### src/rtl/prefetch_queue.sv
// rtl/prefetch_queue.sv - instruction prefetch queue between instruction memory and the CPU fetch input
//
// Issues sequential word reads to instruction memory over a req/ack handshake
// and buffers the returned words, tagged with their PCs, in a DEPTH-entry FIFO
// that the CPU drains with a valid/ready handshake. A redirect flushes the
// FIFO, discards any in-flight word and restarts fetching at redirect_pc.
//
// Optional feature macro: PREFETCH_QUEUE_STATS_EN adds the drop_cnt port, a
// 16-bit saturating count of discarded memory words.
//
// Ports:
//   clk, rst             clock, asynchronous active-high reset
//   redirect/redirect_pc flush and restart fetching at redirect_pc
//   mem_req/mem_addr     read request and byte address to instruction memory
//   mem_ack/mem_rdata    one-cycle acknowledge with the returned word
//   instr_valid          FIFO head holds a valid word
//   instruction/pc       head word and its address
//   instr_ready          CPU accepts the head this cycle
//   count                current FIFO occupancy
//   drop_cnt             discarded-word counter (PREFETCH_QUEUE_STATS_EN only)
module prefetch_queue #(
  parameter int          DEPTH    = 4,
  parameter logic [31:0] RESET_PC = 32'h0000_0000,
  localparam int         PW       = $clog2(DEPTH),
  localparam int         CW       = PW + 1
) (
  input  logic          clk,
  input  logic          rst,
  input  logic          redirect,
  input  logic [31:0]   redirect_pc,
  output logic          mem_req,
  output logic [31:0]   mem_addr,
  input  logic          mem_ack,
  input  logic [31:0]   mem_rdata,
  output logic          instr_valid,
  output logic [31:0]   instruction,
  output logic [31:0]   pc,
  input  logic          instr_ready,
  output logic [CW-1:0] count
`ifdef PREFETCH_QUEUE_STATS_EN
  ,
  output logic [15:0]   drop_cnt
`endif
);

  typedef enum logic [1:0] {
    S_IDLE = 2'd0,
    S_WAIT = 2'd1,
    S_DROP = 2'd2
  } state_e;

  localparam logic [CW-1:0] DEPTH_C = CW'(DEPTH);

  state_e        state_q, state_d;
  logic [31:0]   fetch_pc_q, fetch_pc_d;
  logic          mem_req_q, mem_req_d;
  logic [31:0]   mem_addr_q, mem_addr_d;
  logic [PW-1:0] wr_ptr_q, wr_ptr_d;
  logic [PW-1:0] rd_ptr_q, rd_ptr_d;
  logic [CW-1:0] count_q, count_d;
  logic [31:0]   word_q [DEPTH];
  logic [31:0]   word_d [DEPTH];
  logic [31:0]   addr_q [DEPTH];
  logic [31:0]   addr_d [DEPTH];

  logic          pop;
  logic          push;
  logic [CW-1:0] count_after;
  logic [31:0]   next_pc;

  always_comb begin
    pop         = (count_q != '0) && instr_ready;
    next_pc     = fetch_pc_q + 32'd4;
    // Occupancy after this cycle's push and pop; in WAIT count_q < DEPTH,
    // so the +1 cannot overflow CW bits.
    count_after = count_q + CW'(1) - (pop ? CW'(1) : CW'(0));

    state_d    = state_q;
    fetch_pc_d = redirect ? redirect_pc : fetch_pc_q;
    mem_req_d  = mem_req_q;
    mem_addr_d = mem_addr_q;
    push       = 1'b0;

    case (state_q)
      S_IDLE: begin
        if (redirect) begin
          // Flush makes room, so the new address is requested right away.
          state_d    = S_WAIT;
          mem_req_d  = 1'b1;
          mem_addr_d = redirect_pc;
        end else if (count_q < DEPTH_C) begin
          state_d    = S_WAIT;
          mem_req_d  = 1'b1;
          mem_addr_d = fetch_pc_q;
        end
      end
      S_WAIT: begin
        if (mem_ack) begin
          if (redirect) begin
            // The acked word belongs to the old stream: drop it and request
            // the redirect target without leaving WAIT.
            mem_addr_d = redirect_pc;
          end else begin
            push       = 1'b1;
            fetch_pc_d = next_pc;
            if (count_after < DEPTH_C) begin
              mem_addr_d = next_pc;
            end else begin
              state_d   = S_IDLE;
              mem_req_d = 1'b0;
            end
          end
        end else if (redirect) begin
          // Request must stay stable until acked; its data is discarded later.
          state_d = S_DROP;
        end
      end
      S_DROP: begin
        if (mem_ack) begin
          state_d   = S_IDLE;
          mem_req_d = 1'b0;
        end
      end
      default: begin
        state_d   = S_IDLE;
        mem_req_d = 1'b0;
      end
    endcase

    word_d   = word_q;
    addr_d   = addr_q;
    wr_ptr_d = wr_ptr_q;
    rd_ptr_d = rd_ptr_q;
    count_d  = count_q;
    if (redirect) begin
      // A same-cycle pop has already been taken by the CPU; the flush
      // simply discards everything that is left.
      wr_ptr_d = '0;
      rd_ptr_d = '0;
      count_d  = '0;
    end else begin
      if (push) begin
        word_d[wr_ptr_q] = mem_rdata;
        addr_d[wr_ptr_q] = mem_addr_q;
        wr_ptr_d         = wr_ptr_q + PW'(1);
      end
      if (pop) begin
        rd_ptr_d = rd_ptr_q + PW'(1);
      end
      count_d = count_q + (push ? CW'(1) : CW'(0)) - (pop ? CW'(1) : CW'(0));
    end
  end

  always_ff @(posedge clk or posedge rst) begin
    if (rst) begin
      state_q    <= S_IDLE;
      fetch_pc_q <= RESET_PC;
      mem_req_q  <= 1'b0;
      mem_addr_q <= RESET_PC;
      wr_ptr_q   <= '0;
      rd_ptr_q   <= '0;
      count_q    <= '0;
      for (int i = 0; i < DEPTH; i++) begin
        word_q[i] <= '0;
        addr_q[i] <= '0;
      end
    end else begin
      state_q    <= state_d;
      fetch_pc_q <= fetch_pc_d;
      mem_req_q  <= mem_req_d;
      mem_addr_q <= mem_addr_d;
      wr_ptr_q   <= wr_ptr_d;
      rd_ptr_q   <= rd_ptr_d;
      count_q    <= count_d;
      word_q     <= word_d;
      addr_q     <= addr_d;
    end
  end

`ifdef PREFETCH_QUEUE_STATS_EN
  logic        discard;
  logic [15:0] drop_cnt_q, drop_cnt_d;

  // A word is discarded when it is acked in DROP or acked alongside a redirect.
  assign discard = mem_ack && (((state_q == S_WAIT) && redirect) || (state_q == S_DROP));

  always_comb begin
    drop_cnt_d = drop_cnt_q;
    if (discard && (drop_cnt_q != 16'hFFFF)) begin
      drop_cnt_d = drop_cnt_q + 16'd1;
    end
  end

  always_ff @(posedge clk or posedge rst) begin
    if (rst) begin
      drop_cnt_q <= '0;
    end else begin
      drop_cnt_q <= drop_cnt_d;
    end
  end

  assign drop_cnt = drop_cnt_q;
`endif

  // Head outputs come straight from registers; a new word is visible only
  // the cycle after its ack.
  assign mem_req     = mem_req_q;
  assign mem_addr    = mem_addr_q;
  assign count       = count_q;
  assign instr_valid = (count_q != '0);
  assign instruction = word_q[rd_ptr_q];
  assign pc          = addr_q[rd_ptr_q];

endmodule

### config.mk
export PLATFORM = sky130hd
export DESIGN_NAME = prefetch_queue
export DESIGN_NICKNAME = d
export VERILOG_FILES = /design/src/rtl/prefetch_queue.sv
export SDC_FILE = /design/constraint.sdc
export NUM_CORES = 1
export LEC_CHECK = 0
export BUFFER_PORTS_ARGS = -buffer_cell sky130_fd_sc_hd__buf_2
export CAP_MARGIN = 30
export CORE_MARGIN = 2
export CORE_UTILIZATION = 40
export DETAILED_ROUTE_END_ITERATION = 8
export GPL_TIMING_DRIVEN = 0
export MAX_ROUTING_LAYER = met4
export PLACE_DENSITY = 0.66
export RECOVER_POWER = 25
export SYNTH_ARGS = -nofsm -noshare
export SYNTH_HDL_FRONTEND = slang
export SYNTH_SLANG_ARGS = --single-unit
### constraint.sdc
create_clock -name clk -period 30.2 [get_ports clk]
set_input_delay 3.02 -clock clk [delete_from_list [all_inputs] [get_ports clk]]
set_output_delay 3.02 -clock clk [all_outputs]
set_load 0.05 [all_outputs]
==> flow_metrics.tcl, run 1 <==
set metrics [dict create \
    worstSetupEndpointType "asynchronous set/reset pin" \
    cpMaxStageDelayCell "clkbuf_1" \
    power_switching_uw 776.3 \
    wl_per_cell_um 20.55 \
    netSwitchingFraction_pct 40.36 \
    cts_setup_buffers 0 \
    pwr-share-seq_pct 35.0 \
    cp_max_fo 119 \
    p_leak_uw 0.008454 \
    rsz0062_at_grt "no" \
    cts_resized 0 \
    violations "max-capacitance violations, max-slew violations" \
    ant_nets 0 \
    clockBufferDepth 3 \
    crit_required_ns 29.77 \
    port_buffers 169 \
    drive_gt1_share_pct 33.31 \
    antenna_found_initial 0 \
    core_um2 37670 \
    route.detailed.drc 0 \
    wl_mm 37.53 \
    synth-edff-count 0 \
    cp_top_family "buffers and inverters" \
    critPathMaxStageDelay_ns 3.33 \
    vias 9723 \
    synth_cell_types 59 \
    synth-seq-area-share_pct 53.96 \
    grt_util_met3_pct 2.920 \
    period_share_pct 32.97 \
    nNetsFinal 1364 \
    synth_seq_cells 330 \
    dpl_cell_area_um2 16880 \
    combPwrFrac_pct 39.2 \
    final_cell_area_um2 18220 \
    io_pins 170 \
    die_x_um 199.6 \
    cts_sinks 330 \
    top_usage_layer "met2" \
    grt_first_pass_wirelength_mm 58.32 \
    path_clk_slew_ns 0.06 \
    insertion_delay_ns 0.53 \
    cts_root_buffer "clkbuf_16" \
    p_int_uw 1147 \
    use_met1_pct 26.43 \
    cts_hold_buf 0 \
    r2r_start "fetch_pc_q[2]" \
    crit_buf_inv 3 \
    worst_clock_skew_ns 0.01205 \
    r2r.worst_path.cells 6 \
    die-area_um2 39840 \
    maxCapViolCount 2 \
    globalRoute.totalOverflow 0 \
    stdcell_count 1826 \
    relSlewSlack_pct -258.2 \
    antennaDiodeCount 0 \
    startpoint "rst" \
    die_y_um 199.6 \
    gr-usage-met2_pct 31.62 \
    drv_slew 207 \
    first_global_vias 10060 \
    drtIter0Drc 519 \
    holdPathStages 1 \
    dpl.hpwl_mm 26.43 \
    initial_core_util_pct 40.63 \
    grt_use_total_pct 19.78 \
    vdd_drop_max_mv 0.07437 \
    arrival_ns 9.52 \
    clock.fmax_mhz 100.4 \
    hold_viol 0 \
    via_per_inst 5.325 \
    finalSetupTns_ns 0 \
    drt-pass1-iter-count 5 \
    cp.depth 3 \
    worstMarginPinSlew_ns 5.344 \
    async_reset_ff_share_pct 100.0 \
    start_kind "primary input" \
    htreeDepth 2 \
    cts_buffers 38 \
    cp_cell_sequence "buf_2, clkinvlp_2, clkbuf_1" \
    synth_warnings 0 \
    finalSetupViolCount 0 \
    place_inst 1758 \
    num_rows 71 \
    syn_nets 1151 \
    syn_inst 1074 \
    synth_area_um2 15300 \
    gp_congestion 0.9243 \
    clockPowerShare_pct 25.8 \
    cts_tree "built" \
    hp-class "register to register" \
    power_density_nw_per_um2 105.6 \
    ys.flop_type "dfrtp_1" \
    syn_avg_cell_area_um2 14.25 \
    worstHoldStart "word_q[54]" \
    post-route-min-period_ns 9.956 \
    crit_type "primary input to asynchronous set/reset pin" \
    grt_max_degree 128 \
    area_growth_pct 19.06 \
    status "complete, but fails checks" \
]
## area by class of cell
class | instances | area (um2)
Sequential cell | 330 | 8258
Tap cell | 511 | 639.4
Timing Repair Buffer | 173 | 907.1
Fill cell | 3409 | 19440
Buffer | 67 | 320.3
Clock inverter | 17 | 247.7
Multi-Input combinational cell | 663 | 6673
Inverter | 14 | 53.80
Clock buffer | 51 | 1124
## cells by family after synthesis
| family | after synthesis | share of synthesized area (%) |
|---|---|---|
| and+or+nand+nor | 184 | 6.663 |
| xor gates and xnor gates | 31 | 1.774 |
| muxes | 368 | 31.49 |
| AOI/OAI and AO/OA | 72 | 2.968 |
| adders and majority gates | 8 | 0.7031 |
| DFF | 330 | 53.96 |
| buffers and inverters | 81 | 2.444 |
## per-stage QoR
step	utilization, %	power, uW	hold WS (ns)	setup slack (ns)
CTS	48.46	1950	0.4890	24.29
detailed placement	44.82	1444	0.4755	24.89
global placement	44.58	1422	0.4613	14.43
finish	48.38	1924	0.4848	20.24
floorplan	-	1240	0.4405	18.04
global route	48.38	2020	0.4989	18.62
## cells in the mapped netlist (3+ instances only)
cell type  instances  area, um2
a31oi_1            3      18.77
mux2_2            74      833.3
nand2_1           53      198.9
nor2b_1            4      25.02
inv_1             13      48.80
and2_1             4      25.02
mux2i_1           36      360.4
mux4_2            64       1441
a221o_1            3      30.03
o21a_1             4      30.03
mux2_1           194       2185
buf_2             43      215.2
nand4_1           12      75.07
xnor2_1           14      122.6
o21ai_0           26      130.1
nand3b_1           3      22.52
xor2_1            17      148.9
nor3_1            13      65.06
buf_4              4      30.03
nand2b_1          12      75.07
o31ai_1            5      37.54
o21ai_1            7      35.03
nor2_1            29      108.9
nor4_1             6      37.54
dfrtp_1          330       8258
and4_1             3      26.28
clkbuf_1          13      48.80
buf_1              6      22.52
nand3_1           22      110.1
a21oi_1            9      45.04
or4_1              3      22.52
ha_1               7      87.58
## power groups by stage
stage / combinational (uW) / sequential [uW] / clock, uW
after global placement: 751 / 672 / 0
after detailed placement: 765 / 680 / 0
final: 754 / 673 / 497
after global routing: 799 / 693 / 528
after CTS: 767 / 673 / 510
after floorplan: 527 / 713 / 0
## layout by cell type, fill, tap and decap left out, types with 4 or more instances in the layout
cell,synthesis,final
buf_4,4,4
ha_1,7,7
nor2_1,29,29
nand4_1,12,12
mux2i_1,36,36
clkinvlp_4,0,5
xor2_1,17,17
nand3_1,22,22
mux4_2,64,64
o21ai_1,7,7
nand2b_1,12,12
clkbuf_16,0,41
nand2_1,53,53
bufinv_16,0,6
and2_1,4,4
buf_1,6,6
clkinv_2,0,6
buf_2,43,211
mux2_1,194,194
o31ai_1,5,5
clkbuf_8,0,6
mux2_2,74,74
o21a_1,4,4
a21oi_1,9,9
xnor2_1,14,14
inv_1,13,12
nor2b_1,4,4
o21ai_0,26,26
clkbuf_1,13,19
nor3_1,13,13
dfrtp_1,330,330
nor4_1,6,6
## final timing paths
kind                                   endpoint  slack (ns)
worst max-delay path                 addr_q[58]       20.24
worst min-delay path                 word_q[54]        0.48
worst max register to register     mem_addr[22]       27.65
worst min register to register       word_q[54]        0.48
max in group clk                instruction[28]       24.37
min in group asynchronous            word_q[35]        4.14
## sequential cells by signal (all words and copies together) (netlist names)
| register | count |
|---|---|
| mem_req | 1 |
| mem_addr | 32 |
| word_q | 128 |
| fetch_pc_q | 32 |
| state_q | 2 |
| addr_q | 128 |
| count | 3 |
| wr_ptr_q | 2 |
| rd_ptr_q | 2 |
## layer usage
layer | vias up | wire length [um]
met2 | 282 | 18110
li1 | 4388 | -
met5 | - | 0
met1 | 4996 | 16730
met4 | 0 | 884
met3 | 57 | 1804
Power figures use the tool's default switching activity.
==> run 2: changes to the inputs <==
--- a/config.mk
+++ b/config.mk
@@ -12,7 +12,7 @@
 export DETAILED_ROUTE_END_ITERATION = 8
 export GPL_TIMING_DRIVEN = 0
 export MAX_ROUTING_LAYER = met4
-export PLACE_DENSITY = 0.66
+export PLACE_DENSITY = 0.68
 export RECOVER_POWER = 25
 export SYNTH_ARGS = -nofsm -noshare
 export SYNTH_HDL_FRONTEND = slang
==> constraint.sdc (replaced) <==
create_clock -name clk -period 9.07 [get_ports clk]
set_input_delay 0.907 -clock clk [delete_from_list [all_inputs] [get_ports clk]]
set_output_delay 0.907 -clock clk [all_outputs]
set_load 0.05 [all_outputs]
==> flow_metrics.tcl, run 2 (synthesis gave the netlist of run 1 again) <==
set metrics [dict create \
    hold_viol 0 \
    r2r_start "count[2]" \
    drt-pass1-iter-count 5 \
    worstReg2RegEnd "count[2]" \
    cpMaxStageDelayCell "clkbuf_1" \
    via_per_inst 5.313 \
    power_density_nw_per_um2 343.8 \
    fin_hold_ws_ns 0.4842 \
    top_regs "addr_q x128, word_q x128" \
    r2r.worst_path.cells 10 \
    grt_first_pass_wirelength_mm 58.86 \
    wl_mm 37.24 \
    post-route-min-period_ns 5.037 \
    relSlewSlack_pct -51.57 \
    worstMarginPinSlew_ns 2.274 \
    worst_clock_skew_ns 0.01272 \
    nNetsFinal 1369 \
    first_global_vias 10180 \
    maxCapViolCount 6 \
    final_cell_mix "dfrtp_1 (330), buf_2 (210), mux2_1 (194), mux2_2 (74), mux4_2 (64)" \
    clockBufferDepth 3 \
    crit_buf_inv 4 \
    io_pins 170 \
    ant_nets 0 \
    hp-class "register to register" \
    rsz0062_at_grt "no" \
    cts_hold_buf 0 \
    startpoint "rst" \
    route.detailed.drc 0 \
    globalRoute.totalOverflow 0 \
    cpMostUsedCell "clkbuf_1" \
    cp_max_fo 42 \
    worstSetupEndpointType "asynchronous set/reset pin" \
    cp-endpoint "addr_q[58]" \
    num_rows 71 \
    finalSetupTns_ns 0 \
    cp_cell_sequence "buf_2, clkinvlp_2, clkbuf_1, clkbuf_1" \
    violations "max-capacitance violations, max-slew violations" \
    cts_buffers 37 \
    gp_congestion 0.8890 \
    core_um2 37670 \
    insertion_delay_ns 0.52 \
    layout_commonest_cell "dfrtp_1" \
    rrSetupSlack_ns 6.55 \
    htreeDepth 2 \
    grt_use_total_pct 19.87 \
    critPathMaxStageDelay_ns 1.71 \
    vdd_drop_max_mv 0.1688 \
    wl_per_cell_um 20.39 \
    path_clk_slew_ns 0.06 \
    cts_resized 0 \
    cp.depth 4 \
    die_x_um 199.6 \
    drive_gt1_share_pct 32.37 \
    drtIter0Drc 465 \
    finalSetupViolCount 0 \
    initial_core_util_pct 40.63 \
    cts_root_buffer "clkbuf_16" \
    start_kind "primary input" \
    clock.fmax_mhz 198.5 \
    cts_setup_buffers 0 \
    cts_tree "built" \
    area_growth_pct 18.14 \
    arrival_ns 5.19 \
    grt_max_degree 43 \
    status "complete, but fails checks" \
    p_leak_uw 0.008386 \
    crit_type "primary input to asynchronous set/reset pin" \
    cp_top_family "buffers and inverters" \
    die_y_um 199.6 \
    crit_required_ns 9.22 \
    dpl.hpwl_mm 27.35 \
    vias 9701 \
    port_buffers 169 \
    cts_sinks 330 \
    drv_slew 223 \
    period_share_pct 55.54 \
    antenna_found_initial 1 \
    die-area_um2 39840 \
]
-- run 2: cell types whose count changed in the layout (fill, tap and decap cells not counted) --
cell,delta
buf_12,+3
buf_16,-1
buf_2,-1
bufinv_16,-4
clkbuf_1,+11
clkbuf_16,-2
clkinv_2,-5
clkinv_4,+1
clkinvlp_4,-5
diode_2,+2
inv_6,+1
-- run 2: area by class of cell --
cell class / instances / area, um2
fill: 3399 / 19590
buffer: 67 / 319.1
tap: 511 / 639.4
inverter: 14 / 53.80
antenna: 2 / 5.005
clock buffer: 55 / 1096
sequential: 330 / 8258
timing repair buffer: 179 / 954.7
clock inverter: 5 / 82.58
multi-input combinational: 663 / 6673
-- run 2: worst min-delay path by stage --
| stage | start | end | slack (ns) | cells past startpoint |
|---|---|---|---|---|
| after floorplan | fetch_pc_q[31] | fetch_pc_q[31] | 0.44 | 1 |
| after global placement | fetch_pc_q[31] | fetch_pc_q[31] | 0.46 | 1 |
| after detailed placement | addr_q[58] | addr_q[58] | 0.48 | 1 |
| after CTS | addr_q[58] | addr_q[58] | 0.49 | 1 |
| after global routing | word_q[9] | word_q[9] | 0.50 | 1 |
| final | fetch_pc_q[31] | fetch_pc_q[31] | 0.48 | 1 |
-- run 2: through the flow --
step	total power [uW]	cells	cell area (um2)	setup WS [ns]	util [%]
2_1_floorplan	4130	1074	15310	3.756	-
5_1_grt	6535	1825	18080	2.989	48.00
3_5_place_dp	4811	1763	16970	5.876	45.05
3_3_place_gp	4734	1754	16790	1.840	44.59
4_1_cts	6296	1823	18150	5.311	48.18
6_report	6217	1826	18080	4.033	48.00
-- run 2: routing by layer --
metal  share of wire, %  wire length [um]  GRT usage, %  up-vias
li1                   -                 -             -     4400
met1                 44             16390         25.72     5001
met2                 49             18260         32.77      241
met3                5.0              1851         3.207       59
met4                2.0               741         4.938        0
met5                  0                 0             -        -
-- run 2: report_power, final --
part | switching, uW | internal (uW)
registers | 308 | 1930
clock network | 584 | 888
logic | 1660 | 854
==> run 3: changes to the inputs <==
--- a/config.mk
+++ b/config.mk
@@ -12,7 +12,7 @@
 export DETAILED_ROUTE_END_ITERATION = 8
 export GPL_TIMING_DRIVEN = 0
 export MAX_ROUTING_LAYER = met4
-export PLACE_DENSITY = 0.68
+export PLACE_DENSITY = 0.66
 export RECOVER_POWER = 25
 export SYNTH_ARGS = -nofsm -noshare
 export SYNTH_HDL_FRONTEND = slang
==> constraint.sdc (replaced) <==
create_clock -name clk -period 4.67 [get_ports clk]
set_input_delay 0.467 -clock clk [delete_from_list [all_inputs] [get_ports clk]]
set_output_delay 0.467 -clock clk [all_outputs]
set_load 0.05 [all_outputs]
==> flow_metrics.tcl, run 3 (synthesis gave the netlist of run 1 again) <==
set metrics [dict create \
    status "complete, but fails checks" \
    violations "max-capacitance violations, max-slew violations" \
    port_buffers 169 \
    rsz0062_at_grt "no" \
    post-route-min-period_ns 3.382 \
    cpMaxStageDelayCell "clkbuf_1" \
    worst_clock_skew_ns 0.02496 \
    cts_root_buffer "clkbuf_16" \
    layout_commonest_cell "dfrtp_1" \
    top_layer "met4" \
    hp-class "primary input to register" \
    insertion_delay_ns 0.52 \
    dpl_cell_area_um2 16970 \
    power_density_nw_per_um2 674.6 \
    drt-pass1-iter-count 5 \
    cts_resized 0 \
    die_x_um 199.6 \
    core_um2 37670 \
    m1WireLength_mm 16.77 \
    critPathMaxStageDelay_ns 1.56 \
    htreeDepth 2 \
    cts_tree "built" \
    io_pins 170 \
    clockBufferDepth 3 \
    initial_core_util_pct 40.63 \
    maxCapViolCount 1 \
    clock.fmax_mhz 295.6 \
    via_per_inst 5.285 \
    p_leak_uw 0.008477 \
    path_clk_slew_ns 0.06 \
    area_growth_pct 19.33 \
    globalRoute.totalOverflow 0 \
    grt_max_degree 44 \
    drv_slew 37 \
    dpl.hpwl_mm 26.98 \
    crit_required_ns 5.18 \
    vdd_drop_max_mv 0.3821 \
    die-area_um2 39840 \
    final_cell_area_um2 18260 \
    crit_buf_inv 6 \
    relSlewSlack_pct -45.69 \
    vias 9688 \
    num_rows 71 \
    start_kind "primary input" \
    cts_sinks 330 \
    cpMostUsedCell "clkbuf_2" \
    cp_cell_sequence "dlygate4sd3_1, clkbuf_2, clkinvlp_2, clkbuf_1, buf_12, clkbuf_2" \
    nNetsFinal 1370 \
    crit_type "primary input to asynchronous set/reset pin" \
    wl_met2_mm 17.49 \
    hold_viol 0 \
    arrival_ns 3.89 \
    cp_top_family "buffers and inverters" \
    worstSetupEndpointType "asynchronous set/reset pin" \
    drtIter0Drc 383 \
    worstMarginPinSlew_ns 2.185 \
    antenna_found_initial 1 \
    utilization_pct 48.49 \
    wl_per_cell_um 20.11 \
    gp_congestion 0.9069 \
    die_y_um 199.6 \
    drive_gt1_share_pct 33.61 \
    period_share_pct 72.43 \
    top_regs "addr_q x128, word_q x128" \
    cts_buffers 36 \
    route.detailed.drc 0 \
    grt_use_total_pct 19.45 \
    first_global_vias 9950 \
    grt_first_pass_wirelength_mm 57.59 \
    cts_setup_buffers 0 \
    ant_nets 0 \
    wl_mm 36.86 \
    final_cell_mix "dfrtp_1 (330), buf_2 (209), mux2_1 (194), mux2_2 (74), mux4_2 (64)" \
    cts_hold_buf 0 \
    cp_max_fo 41 \
    finalSetupViolCount 0 \
    wl_met3_mm 1.762 \
]
## run 3: cell types whose count changed in the layout (fill, tap and decap cells not counted), sizes merged
cell and change:
clkbuf -13, clkinv +7, bufinv +5, clkinvlp +5, buf +2, diode -1
dlygate4sd3 +1, inv +1
## run 3: where the power goes
part           total [uW]  leakage (uW)  internal (uW)  switching, uW
clock network        3090      0.000631           1910           1180
logic                4890       0.00362           1670           3230
registers            4340       0.00423           3740            604
## run 3: area by class of cell
class                      count  area (um2)
tap                          511       639.4
clock inverter                23       310.3
sequential                   330        8258
buffer                        67       319.1
inverter                      14       53.80
multi-input combinational    663        6673
timing repair buffer         181        1020
fill                        3363       19400
antenna                        1       2.502
clock buffer                  43       988.4
## run 3: worst register-to-register path, delay by kind of cell (launching register included)
family	cells	cell delay (ns)
adder cells (fa/ha/maj)	3	0.80
AND/OR/NAND/NOR	3	0.75
flip-flops	1	0.38
buffers and inverters	3	0.32
XOR/XNOR	1	0.16
## run 3: per-stage QoR
step,hold slack [ns],total power (uW),setup TNS [ns],worst slack [ns],instances
5_1_grt,0.1878,12920,0,0.6706,1833
2_1_floorplan,0.4405,8022,-67.21,-0.2037,1074
3_3_place_gp,0.4581,9198,-678.29,-2.084,1754
4_1_cts,0.1502,12460,0,1.359,1829
3_5_place_dp,0.4655,9337,0,1.928,1763
6_report,0.2011,12320,0,1.288,1833
## run 3: worst paths after layout
kind	cells past startpoint	start	end	slack (ns)
max in group clk	4	rd_ptr_q[1]	pc[28]	1.47
min in group asynchronous	3	rst	word_q[101]	0.33
setup reg to reg	10	count[2]	count[2]	2.14
hold / removal	2	mem_rdata[8]	word_q[104]	0.20
setup / recovery	6	rst	addr_q[124]	1.29
hold reg to reg	1	fetch_pc_q[31]	fetch_pc_q[31]	0.47
## run 3: layer usage
| metal | vias to the layer above | track usage [%] |
|---|---|---|
| li1 | 4411 | - |
| met1 | 4968 | 26.36 |
| met2 | 244 | 30.98 |
| met3 | 65 | 2.751 |
| met4 | 0 | 4.911 |
| met5 | - | - |
